$ cat src/rtl/rr_mux_sel.sv
`timescale 1ns/1ps
`default_nettype none
// ============================================================================
// Module   : rr_mux_sel
// Purpose  : N-channel, W-bit registered mux with direct or round-robin
//            channel selection. Producers use valid/ack per channel; the
//            single consumer sees a valid/ready output register.
// Ports    : clk    - rising-edge clock
//            rst_n  - synchronous active-low reset
//            mode   - 0 = direct select via s, 1 = round-robin
//            s      - direct-mode select (SW bits)
//            d      - packed channel data, channel i = d[i*W +: W]
//            d_vld  - per-channel data valid
//            d_ack  - one-hot capture strobe (combinational)
//            y      - registered output data
//            y_ch   - physical channel index of y
//            y_vld  - y/y_ch valid
//            y_rdy  - consumer accepts y this cycle
// Revision : 1.0 - initial release
// ============================================================================
module rr_mux_sel #(
  parameter int N   = 8,
  parameter int W   = 8,
  parameter int REV = 0,
  localparam int SW = $clog2(N)
) (
  input  logic            clk,
  input  logic            rst_n,
  input  logic            mode,
  input  logic [SW-1:0]   s,
  input  logic [N*W-1:0]  d,
  input  logic [N-1:0]    d_vld,
  output logic [N-1:0]    d_ack,
  output logic [W-1:0]    y,
  output logic [SW-1:0]   y_ch,
  output logic            y_vld,
  input  logic            y_rdy
);

  // Index arithmetic is done one bit wider than SW so that ptr+k (up to
  // 2N-2) and the s<N range check never overflow for non-power-of-2 N.
  localparam logic [SW:0] N_EXT = (SW+1)'(N);
  localparam logic [SW:0] N_M1  = (SW+1)'(N-1);

  logic [SW-1:0] ptr;

  logic          free;
  logic          s_ok;
  logic [SW:0]   c_ext;
  logic          dir_found;
  logic [SW-1:0] dir_idx;
  logic          rr_found;
  logic [SW-1:0] rr_idx;
  logic [SW:0]   scan;
  logic          gnt_vld;
  logic [SW-1:0] gnt_idx;
  logic          load;
  logic [SW-1:0] nxt_ptr;
  logic [W-1:0]  y_nxt;

  always_comb begin
    free    = !y_vld || y_rdy;

    // Direct mode: out-of-range selects simply match no channel, so the
    // grant is a clean 0 rather than an out-of-bounds lookup.
    s_ok      = ({1'b0, s} < N_EXT);
    c_ext     = (REV != 0) ? (N_M1 - {1'b0, s}) : {1'b0, s};
    dir_found = 1'b0;
    dir_idx   = '0;
    for (int i = 0; i < N; i++) begin
      if (s_ok && (c_ext == (SW+1)'(i)) && d_vld[i]) begin
        dir_found = 1'b1;
        dir_idx   = SW'(i);
      end
    end

    // Round-robin: scan ptr, ptr+1, ... wrapping at N; first hit wins.
    rr_found = 1'b0;
    rr_idx   = '0;
    scan     = '0;
    for (int k = 0; k < N; k++) begin
      scan = {1'b0, ptr} + (SW+1)'(k);
      if (scan >= N_EXT) begin
        scan = scan - N_EXT;
      end
      if (!rr_found && d_vld[scan[SW-1:0]]) begin
        rr_found = 1'b1;
        rr_idx   = scan[SW-1:0];
      end
    end

    gnt_vld = mode ? rr_found : dir_found;
    gnt_idx = mode ? rr_idx   : dir_idx;

    load  = rst_n && free && gnt_vld;

    d_ack = '0;
    if (load) begin
      d_ack[gnt_idx] = 1'b1;
    end

    nxt_ptr = (gnt_idx == N_M1[SW-1:0]) ? '0 : gnt_idx + SW'(1);
    y_nxt   = d[int'(gnt_idx)*W +: W];
  end

  always_ff @(posedge clk) begin
    if (!rst_n) begin
      y     <= '0;
      y_ch  <= '0;
      y_vld <= 1'b0;
      ptr   <= '0;
    end else begin
      if (load) begin
        y     <= y_nxt;
        y_ch  <= gnt_idx;
        y_vld <= 1'b1;
        // Direct-mode grants leave the round-robin position untouched.
        if (mode) begin
          ptr <= nxt_ptr;
        end
      end else if (y_rdy) begin
        y_vld <= 1'b0;
      end
    end
  end

endmodule
`default_nettype wire

$ cat config.mk
export PLATFORM = sky130hd
export DESIGN_NAME = rr_mux_sel
export DESIGN_NICKNAME = d
export VERILOG_FILES = /design/src/rtl/rr_mux_sel.sv
export SDC_FILE = /design/constraint.sdc
export NUM_CORES = 1
export LEC_CHECK = 0
export CAP_MARGIN = 20
export CORE_AREA = 2 2 81 83
export CTS_BUF_LIST = sky130_fd_sc_hd__clkbuf_4 sky130_fd_sc_hd__clkbuf_8
export CTS_CLUSTER_DIAMETER = 40
export DETAILED_ROUTE_END_ITERATION = 8
export DIE_AREA = 0 0 83 85
export MAX_ROUTING_LAYER = met4
export PLACE_DENSITY = 0.72
export SETUP_SLACK_MARGIN = 0.5
export SLEW_MARGIN = 20
export SYNTH_ARGS = -nofsm -noshare
export SYNTH_HDL_FRONTEND = slang
export SYNTH_SLANG_ARGS = --single-unit
export TNS_END_PERCENT = 1
$ cat constraint.sdc
create_clock -name clk -period 5.9 [get_ports clk]
set_input_delay 1.77 -clock clk [delete_from_list [all_inputs] [get_ports clk]]
set_output_delay 1.77 -clock clk [all_outputs]
set_load 0.005 [all_outputs]
# Yosys cells after proc, flatten, opt, wreduce, memory -nomap -nowiden

Index checks and enable logic that the tools add are counted.

Bits in registers: 15
Input port bits: 79

Add/sub/neg operators: 16
Magnitude comparators: 18
Eq/ne operators: 8
Shift operators: 1
Mux-type cells: 63
Reduce and logical (&&, ||, !) cells: 30

Operators with widths:

| kind                                                               | number |
|---|---|
| 2-to-1 mux 3 bit                                                   | 22 |
| indexed part select 64 x 7 -> 8 bit                                | 1 |
| < comparator 3 x 4 -> 1 bit (second input constant)                | 9 |
| 2-to-1 mux 1 bit                                                   | 29 |
| greater-or-equal comparator 4 bit (second input constant)          | 7 |
| binary-select mux 1 bit (select 3 bit)                             | 8 |
| subtractor 3 x 1 -> 3 bit (second input constant)                  | 8 |
| logical AND 1 bit                                                  | 18 |
| adder 3 x 3 -> 4 bit (second input constant)                       | 4 |
| equality test 3 bit (second input constant)                        | 5 |
| adder 3 x 2 -> 4 bit (second input constant)                       | 2 |
| logical NOT 1 bit                                                  | 8 |
| 2-to-1 mux 8 bit                                                   | 1 |
| equality test 3 x 2 -> 1 bit (second input constant)               | 2 |
| adder 3 x 1 -> 4 bit (second input constant)                       | 1 |
| greater-or-equal comparator 3 x 4 -> 1 bit (second input constant) | 1 |
| 2-to-1 mux 2 bit                                                   | 2 |
| adder 3 x 1 -> 3 bit (second input constant)                       | 1 |
| demux 1 bit (select 3 bit)                                         | 1 |
| equality test 3 x 1 -> 1 bit (second input constant)               | 1 |
| greater-or-equal comparator 3 x 1 -> 1 bit (second input constant) | 1 |
| logical NOT 3 bit                                                  | 1 |
| AND reduction 2 bit                                                | 1 |
| nonzero test 2 bit                                                 | 1 |
| logical OR 1 bit                                                   | 1 |

# Longest topological paths before layout

Gate-level depths: netlist of run 1.

Depth after elaboration: 32
Gate-level depth with buffers: 17
Gate-level depth less buffers: 14

# Least setup slack after synthesis of run 1

No wires, ideal clock.

Path kind: in2out
Start: input port d_vld[5]
End: output port d_ack[2]
Arrival: 4.230 ns
Required time: 4.130 ns
Setup slack: -0.100 ns
Stages on the path: 10
Buffers on the path: 2
Path through: mux2_4 -> mux4_2 -> or3_4 -> a21oi_4 -> a31oi_1 -> o221a_1 -> buf_6 -> nor2_8 -> clkbuf_1 -> and3_1

Longest elaborated chain between the ends: 30

RTL lines:

| what                                                                                                                   | line | RTL |
|---|---|---|
| from (decl)                                                                                                            | 32   | `input logic [N-1:0] d_vld,` |
| binary-select mux 1 bit (select 3 bit)                                                                                 | 86   | `if (!rr_found && d_vld[scan[SW-1:0]]) begin` |
| 2-to-1 mux 1 bit (implied by the code)                                                                                 | 86   |  |
| 2-to-1 mux 1 bit                                                                                                       | 86   |  |
| logical NOT 1 bit                                                                                                      | 86   |  |
| logical AND 1 bit                                                                                                      | 86   |  |
| 2-to-1 mux 1 bit                                                                                                       | 86   |  |
| logical NOT 1 bit                                                                                                      | 86   |  |
| logical AND 1 bit                                                                                                      | 86   |  |
| [... 14 more ...]                                                                                                      | --   |  |
| logical AND 1 bit                                                                                                      | 86   |  |
| 2-to-1 mux 3 bit                                                                                                       | 86   |  |
| 2-to-1 mux 3 bit                                                                                                       | 93   | `gnt_idx = mode ? rr_idx : dir_idx;` |
| < comparator 3 x 4 -> 1 bit (implied by the code) / greater-or-equal comparator 3 x 1 -> 1 bit (equally long branches) | 99   | `d_ack[gnt_idx] = 1'b1;` |
| logical AND 1 bit (implied by the code)                                                                                | 99   |  |
| 2-to-1 mux 1 bit (implied by the code)                                                                                 | 99   |  |
| demux 1 bit (select 3 bit)                                                                                             | 99   |  |
| 2-to-1 mux 8 bit *                                                                                                     | 98   | `if (load) begin` |
| to (decl)                                                                                                              | 33   | `output logic [N-1:0] d_ack,` |

Mark *: on every way between the ends. The rest lies on a longest branch, timed or not. The select of a mux whose other input is x is not followed.

# Worst setup path after layout of run 1

Start: input port d_vld[3]
End: output port d_ack[7]

Same word-level chain as after synthesis.

==> results of run 1 <==
==> synthesized netlist by cell type, drive strengths merged, types with 2 or more instances <==
master | n | share of area [%]
inv | 20 | 3.2
o21ai | 19 | 4.3
dfxtp | 15 | 13
mux2i | 15 | 6.3
mux4 | 14 | 13
clkbuf | 13 | 2.1
nand2 | 13 | 2.1
o211ai | 13 | 4.1
a21oi | 12 | 3.0
nand4 | 12 | 3.2
nor2 | 11 | 2.5
buf | 10 | 2.9
nor3 | 9 | 1.9
a211oi | 8 | 2.9
and2 | 8 | 2.1
and4 | 8 | 2.9
a41o | 7 | 2.9
mux2 | 7 | 3.6
a2111oi | 6 | 2.2
and3 | 6 | 1.6
nand3 | 6 | 1.3
nor2b | 6 | 1.6
o21a | 6 | 1.9
a21boi | 3 | 0.95
a31oi | 3 | 0.79
ha | 3 | 1.6
nand2b | 3 | 0.79
o221ai | 3 | 1.4
a31o | 2 | 0.74
a41oi | 2 | 1.1
o22ai | 2 | 0.53
or2 | 2 | 0.53
or3 | 2 | 0.95
xnor2 | 2 | 0.74
==> final cells by class <==
| class | instances | area [µm²] |
|---|---|---|
| fill | 511 | 2020 |
| tap | 77 | 96.3 |
| multi-input combinational | 227 | 2030 |
| timing repair buffer | 187 | 1630 |
| inverter | 20 | 77.6 |
| clock buffer | 4 | 48.8 |
| sequential | 15 | 300 |
==> report_power, final <==
group | total, mW | switching [mW] | internal, mW
registers | 0.119 | 0.00676 | 0.112
clock network | 0.0896 | 0.0372 | 0.0524
logic | 0.465 | 0.209 | 0.255
==> per-layer routing <==
layer | wire length (µm) | vias up | track usage [%]
met4 | 95 | 0 | 4.32
met2 | 4480 | 105 | 44.9
met1 | 4020 | 1469 | 32.9
li1 | - | 1476 | -
met3 | 412 | 10 | 1.95
met5 | 0 | - | -
==> sequential cells by signal, summed over array words and instances, names as in the netlist <==
signal / flops
y: 8
y_ch: 3
y_vld: 1
ptr: 3
==> worst paths after layout <==
| kind | start | slack [ns] | end | cells past startpoint |
|---|---|---|---|---|
| setup / recovery | d_vld[3] | -0.24 | d_ack[7] | 14 |
| setup reg to reg | ptr[1] | 1.89 | y[0] | 13 |
| hold / removal | y_ch[0] | 0.50 | y_ch[0] | 2 |
| hold reg to reg | y_ch[0] | 0.50 | y_ch[0] | 2 |
==> repair_timing <==
item / 4_1_cts / 5_1_grt
buffers inserted: 10 / 3
pin swaps: 22 / 3
hold buffers: 0 / 0
endpoints found under the setup margin: 8 / 8
resized for setup: 98 / 4
==> logic make-up (layout without fill, tap and decap cells) <==
family	count (synthesis)	in the layout	share of synthesized area, %
and+or+nand+nor	87	87	21.7
adders and majority gates	3	3	1.58
buffers and inverters	43	211	8.16
xor gates and xnor gates	3	3	1.11
muxes	36	36	23.2
AOI/OAI and AO/OA	98	98	31.6
DFF	15	15	12.6
==> tightest hold or removal path: cells and delay by family, from the launching register on <==
kind | cells | cell delay (ns)
simple gates | 1 | 0.06
flops | 1 | 0.31
compound gates | 1 | 0.08
==> results_dict.tcl, run 1 <==
set metrics [dict create \
    antenna_cells 0 \
    slew_viol_final 0 \
    fin_cells 530 \
    vias 3060 \
    post-place-ws_ns -0.933 \
    crit_chain "buf_2 > buf_4 > mux4_2 > mux2i_2 > buf_4 > mux2i_1 > a21oi_1 > or2_4 > a32oi_2 > buf_4 > buf_4 > nand2_2 > nor3_1 > buf_2" \
    grt_pass1_vias 3014 \
    io_pins 99 \
    fin_area_um2 4190 \
    slowest_stage "mux4_2" \
    synth_cell_type_count 62 \
    critical_path.max_fanout 6 \
    synth_ff_type "dfxtp_1" \
    place.gp.congestion 0.862 \
    tns_ns -1.37 \
    ys_seq_area_share_pct 12.6 \
    p_leak_nw 1.71 \
    critPathBufInv 6 \
    finalCritPeriodShare_pct 104 \
    cts.sinks 15 \
    grt_max_degree 17 \
    drt_wl_total_mm 9.01 \
    ys_seq_elements 15 \
    fin_ws_ns -0.244 \
    slew_headroom_pct 50.2 \
    core_um2 6200 \
    skew_ns 0.00298 \
    worst_slew_pin_slew_ns 0.748 \
    syn_avg_cell_area_um2 8.34 \
    h-tree-depth 1 \
    port_buffers 98 \
    status "complete, but fails checks" \
    arrival_ns 4.37 \
    row_count 29 \
    dpl.cell_count 513 \
    cp-start-kind "primary input" \
    failed_checks "setup timing" \
    hold_ws_ns 0.502 \
    power_uw 673 \
    wl_per_cell_um 17.0 \
    drt_iter0_drc 176 \
    synth_area_um2 2380 \
    max-vdd-ir-drop_uv 101 \
    fin_util_pct 67.5 \
    dieArea_um2 7060 \
    gr-usage-all-layers_pct 25.6 \
    cp_top_family "multiplexers" \
    synth_edf_count 0 \
    place_area_um2 3920 \
    cp_common_cell "buf_4" \
    dp_hpwl_mm 7.03 \
    cts_tree "done" \
    critical_path.max_stage_delay_ns 0.48 \
    first_pass_iters 4 \
    ys.warnings.count 0 \
    die_w_um 83 \
    max-cap-violations 0 \
    grt-ovfl-total 0 \
    clk_pin_slew_ns 0.06 \
    cts_buffer_depth 2 \
    layout-drive-gt1-share_pct 36.6 \
    grt_pass1_wl_mm 14.6 \
    ant_nets 0 \
    area_delta_synth_final_pct 76.1 \
    rsz0062_at_grt "true" \
    numCtsBuffers 3 \
    synthCells 285 \
    fmax_mhz 163 \
    antenna_found_initial 0 \
    via_per_inst 5.77 \
    nets 536 \
    most-common-layout-cells "86 x buf_4, 82 x clkdlybuf4s50_1, 19 x inv_1, 16 x o21ai_0, 15 x dfxtp_1" \
    min_period_ns 6.14 \
    start_util_pct 38.3 \
    hold_viol 0 \
    syn_nets 367 \
    die_height_um 85 \
    clockRootBuffer "clkbuf_8" \
    final_common_cell "buf_4" \
    cp_data_required_time_ns 4.13 \
    async_flop_share_pct 0 \
    endpoint_kind "output pin" \
    worstSetupPathType "in -> out" \
    drc 0 \
    setup_viol 8 \
    cellPowerDensity_nw_per_um2 161 \
    hp-class "reg -> reg" \
    insertion_delay_ns 0.25 \
]
No activity file was read; power rests on OpenSTA's default activity.
==> run 2, diff against run 1 <==
--- a/config.mk
+++ b/config.mk
@@ -6,11 +6,11 @@
 export NUM_CORES = 1
 export LEC_CHECK = 0
 export CAP_MARGIN = 20
-export CORE_AREA = 2 2 81 83
+export CORE_AREA = 4 4 83 85
 export CTS_BUF_LIST = sky130_fd_sc_hd__clkbuf_4 sky130_fd_sc_hd__clkbuf_8
 export CTS_CLUSTER_DIAMETER = 40
 export DETAILED_ROUTE_END_ITERATION = 8
-export DIE_AREA = 0 0 83 85
+export DIE_AREA = 0 0 87 89
 export MAX_ROUTING_LAYER = met4
 export PLACE_DENSITY = 0.72
 export SETUP_SLACK_MARGIN = 0.5
==> results_dict.tcl, run 2 (synthesis results as in run 1) <==
set metrics [dict create \
    status "complete, but fails checks" \
    failed_checks "setup timing" \
    cts_buffer_depth 2 \
    dp_hpwl_mm 7.08 \
    crit_chain "buf_6 > mux2_4 > mux4_2 > or3_4 > a221oi_4 > o21ai_2 > buf_4 > buf_4 > a32o_2 > o21ai_4 > nor3_2 > buf_2" \
    fin_ws_ns -0.281 \
    dieArea_um2 7740 \
    endpoint_kind "output pin" \
    whs_endpoint "y_ch[0]" \
    area_delta_synth_final_pct 72.2 \
    dpl.cell_count 504 \
    cts.sinks 15 \
    slowest_stage "mux4_2" \
    core_um2 6200 \
    finalCritPeriodShare_pct 105 \
    fin_cells 524 \
    arrival_ns 4.41 \
    die_height_um 89 \
    n_fill_cell 479 \
    gr-usage-all-layers_pct 23.8 \
    min_period_ns 6.18 \
    layout-drive-gt1-share_pct 34.2 \
    rr_worst_depth 14 \
    cp_data_required_time_ns 4.13 \
    post-place-ws_ns -0.981 \
    tns_ns -1.90 \
    antenna_found_initial 0 \
    antenna_cells 0 \
    largest_reg_flops 8 \
    skew_ns 0.00556 \
    hold_path.startpoint "y_ch[0]" \
    cts_tree "done" \
    h-tree-depth 1 \
    ant_nets 0 \
    clockRootBuffer "clkbuf_8" \
    worst_slew_pin_slew_ns 0.718 \
    nets 530 \
    port_buffers 98 \
    rrSetupSlack_ns 1.57 \
    rsz0062_at_grt "true" \
    cellPowerDensity_nw_per_um2 160 \
    p_leak_nw 1.68 \
    grt_pass1_vias 2948 \
    hold_depth 2 \
    max-vdd-ir-drop_uv 80.8 \
    row_count 29 \
    top_register "y" \
    drt_wl_total_mm 9.28 \
    wl_per_cell_um 17.7 \
    hp-class "reg -> reg" \
    grt-ovfl-total 0 \
    critical_path.max_stage_delay_ns 0.51 \
    slew_viol_final 0 \
    power_uw 656 \
    final_common_cell "clkdlybuf4s50_1" \
    io_pins 99 \
    place.gp.congestion 0.960 \
    numCtsBuffers 3 \
    first_pass_iters 5 \
    reg_top3 "y x8, ptr x3, y_ch x3" \
    vias 3106 \
    drc 0 \
    hold_viol 0 \
    fmax_mhz 162 \
    critical_path.max_fanout 5 \
    timing.rr.end "y[1]" \
    place_area_um2 3850 \
    cp_common_cell "buf_4" \
    fin_area_um2 4090 \
    insertion_delay_ns 0.26 \
    drt_iter0_drc 177 \
    via_per_inst 5.93 \
    setup_viol 8 \
    max-cap-violations 0 \
    worstSetupPathType "in -> out" \
    slew_headroom_pct 52.1 \
    grt_pass1_wl_mm 14.4 \
    cp-start-kind "primary input" \
    start_util_pct 38.3 \
    clk_pin_slew_ns 0.06 \
    die_w_um 87 \
    most-common-layout-cells "82 x clkdlybuf4s50_1, 78 x buf_4, 19 x inv_1, 16 x o21ai_0" \
    grt_max_degree 17 \
    reg2reg_from "ptr[1]" \
]
[run 2: worst max-delay path by stage]
stage	startpoint	to	cells after the start	slack, ns
floorplan	d_vld[5]	d_ack[2]	10	0.04
global placement	d_vld[5]	d_ack[0]	11	-0.95
detailed placement	d_vld[6]	d_ack[0]	11	-0.98
CTS	d_vld[0]	d_ack[6]	12	-0.24
global route	d_vld[5]	d_ack[6]	12	-0.37
finish	d_vld[5]	d_ack[0]	12	-0.28
[run 2: per-stage QoR]
stage	util (%)	hold WS (ns)
global placement	62.0	0.467
finish	66.0	0.482
floorplan	-	0.473
CTS	65.3	0.493
global route	66.0	0.520
detailed placement	62.0	0.482
[run 2: critical path, delay by kind of cell]
family                 cells  cell delay (ns)
and+or+nand+nor            2             0.49
muxes                      2             0.78
AOI/OAI and AO/OA          4             0.89
buffers and inverters      4             0.49
[run 2: per-layer routing]
metal  share of wire, %  vias up  track usage (%)
met5                  0        -                -
met4                2.1        0             4.96
met3                5.9       25             3.59
met2                 50      127             39.9
met1                 42     1497             30.3
li1                   -     1457                -
[run 2: report_power, final]
part / internal, mW / leakage, nW / switching (mW)
combinational: 0.243 / 1.53 / 0.207
clock: 0.0469 / 0.0255 / 0.0394
sequential: 0.112 / 0.124 / 0.00666
[run 2: cell type report]
cell class / count / area (µm²) / share of cell area (%)
multi-input combinational: 227 / 1980 / 48.4
timing repair buffer: 181 / 1590 / 38.9
sequential: 15 / 300 / 7.34
tap: 77 / 96.3 / 2.35
inverter: 20 / 75.1 / 1.83
clock buffer: 3 / 41.3 / 1.01
clock inverter: 1 / 5.00 / 0.122
[run 2: repair_timing]
action                                  CTS  global route
setup buffers                            16             0
endpoints found under the setup margin    8             8
resized for setup                        88             7
hold endpoints to repair                  0             0
hold buffers                              0             0
pin swaps                                18             7
==> run 3, diff against run 2 <==
--- a/config.mk
+++ b/config.mk
@@ -7,7 +7,7 @@
 export LEC_CHECK = 0
 export CAP_MARGIN = 20
 export CORE_AREA = 4 4 83 85
-export CTS_BUF_LIST = sky130_fd_sc_hd__clkbuf_4 sky130_fd_sc_hd__clkbuf_8
+export CTS_BUF_LIST = sky130_fd_sc_hd__clkbuf_2
 export CTS_CLUSTER_DIAMETER = 40
 export DETAILED_ROUTE_END_ITERATION = 8
 export DIE_AREA = 0 0 87 89
==> results_dict.tcl, run 3 (synthesis results as in run 1) <==
set metrics [dict create \
    grt_pass1_wl_mm 14.5 \
    endpoint_kind "output pin" \
    layout-drive-gt1-share_pct 34.5 \
    post-place-ws_ns -0.981 \
    hold_viol 0 \
    start_util_pct 38.3 \
    insertion_delay_ns 0.30 \
    row_count 29 \
    clockRootBuffer "clkbuf_2" \
    die_height_um 89 \
    critPathBufInv 6 \
    critical_path.max_fanout 6 \
    reg_top3 "y x8, ptr x3, y_ch x3" \
    final_common_cell "clkdlybuf4s50_1" \
    ant_nets 0 \
    crit_chain "buf_6 > buf_4 > mux4_2 > buf_4 > or3_4 > a221oi_4 > o2bb2ai_1 > a32oi_1 > buf_4 > and3_4 > buf_6 > and3_4 > buf_6" \
    h-tree-depth 1 \
    most-common-layout-cells "82 x clkdlybuf4s50_1, 78 x buf_4, 19 x inv_1, 16 x o21ai_0, 15 x dfxtp_1" \
    drt_iter0_drc 243 \
    slowest_stage "mux4_2" \
    cts_buffer_depth 2 \
    antenna_cells 0 \
    cts_tree "done" \
    clk_pin_slew_ns 0.15 \
    failed_checks "setup timing" \
    via_per_inst 5.98 \
    largest_reg_flops 8 \
    skew_ns 0.0117 \
    arrival_ns 4.41 \
    setup_viol 8 \
    drt_wl_total_mm 9.50 \
    grt-ovfl-total 0 \
    wl_per_cell_um 18.1 \
    grt_pass1_vias 2954 \
    fmax_mhz 162 \
    cp-start-kind "primary input" \
    port_buffers 98 \
    max-cap-violations 0 \
    top_register "y" \
    worstSetupPathType "in -> out" \
    slew_headroom_pct 52.4 \
    drc 0 \
    gr-usage-all-layers_pct 24.0 \
    area_delta_synth_final_pct 71.4 \
    worst_slew_pin_slew_ns 0.714 \
    cellPowerDensity_nw_per_um2 154 \
    grt_max_degree 17 \
    nets 530 \
    min_period_ns 6.18 \
    io_pins 99 \
    numCtsBuffers 3 \
    power_uw 626 \
    dp_hpwl_mm 7.08 \
    dieArea_um2 7740 \
    vias 3132 \
    fin_ws_ns -0.281 \
    cp_top_family "simple AND/OR/NAND/NOR gates" \
    hp-class "reg -> reg" \
    p_leak_nw 1.67 \
    slew_viol_final 0 \
    rsz0062_at_grt "true" \
    first_pass_iters 5 \
    critical_path.max_stage_delay_ns 0.46 \
    core_um2 6200 \
    place.gp.congestion 0.960 \
    status "complete, but fails checks" \
    cp_data_required_time_ns 4.13 \
    cts.sinks 15 \
    antenna_found_initial 0 \
    max-vdd-ir-drop_uv 75.9 \
    finalCritPeriodShare_pct 105 \
    die_w_um 87 \
]
==> run 3: cell count changes in the layout (fill, tap and decap cells not counted), moves of 2 or more <==
cell / change
clkbuf_8: -3
mux2i_2: +2
clkbuf_2: +3
mux2i_1: -2
==> run 3: final timing paths <==
path | from | endpoint | slack (ns) | cells after the start
worst min register to register | y_ch[0] | y_ch[0] | 0.49 | 2
worst max register to register | ptr[1] | y[1] | 1.57 | 14
worst min-delay path | y_ch[0] | y_ch[0] | 0.49 | 2
worst max-delay path | d_vld[5] | d_ack[6] | -0.28 | 13
==> run 3: per-stage QoR <==
stage	util, %	cells	TNS [ns]	hold WS [ns]	area (µm²)
after floorplan	-	285	0	0.473	2400
after global placement	62.0	504	-6.85	0.467	3850
after detailed placement	62.0	504	-7.24	0.482	3850
after CTS	64.9	524	-1.50	0.504	4020
after global routing	65.6	524	-2.70	0.532	4070
final	65.6	524	-2.13	0.491	4070
==> run 3: layout make-up <==
type	count	area, µm²
fillers	487	2130
multi-input cells	227	1990
clock inverters	1	5.00
repair buffers	181	1590
clock buffers	3	15.0
well taps	77	96.3
inverters	20	77.6
flip-flops and latches	15	300
==> run 3: worst register-to-register path, delay by kind of cell, from the launching register on <==
| kind | cells | cell delay, ns |
|---|---|---|
| mux | 3 | 1.41 |
| compound gates | 4 | 1.16 |
| buf+inv | 6 | 0.82 |
| fa+ha+maj | 1 | 0.54 |
| flops | 1 | 0.36 |
==> run 3: power by group <==
group          total [mW]  switching, mW  internal (mW)
logic               0.455          0.210          0.245
registers           0.119        0.00668          0.112
clock network      0.0528         0.0374         0.0154
total               0.626          0.254          0.372
==> run 3: repair_timing <==
action                                  CTS  global route
gates cloned                              0             0
hold buffers                              0             0
endpoints found under the setup margin    8             8
pin swaps                                18             9
setup buffers                            16             0
resized for setup                        88             9
==> run 3: metal layers <==
layer  wire length [µm]  GRT usage, %  vias to the layer above
met5                  0             -                        -
met4                218          5.38                        0
met3                585          3.04                       23
met2               4820          40.5                      147
met1               3890          30.6                     1504
li1                   -             -                     1458
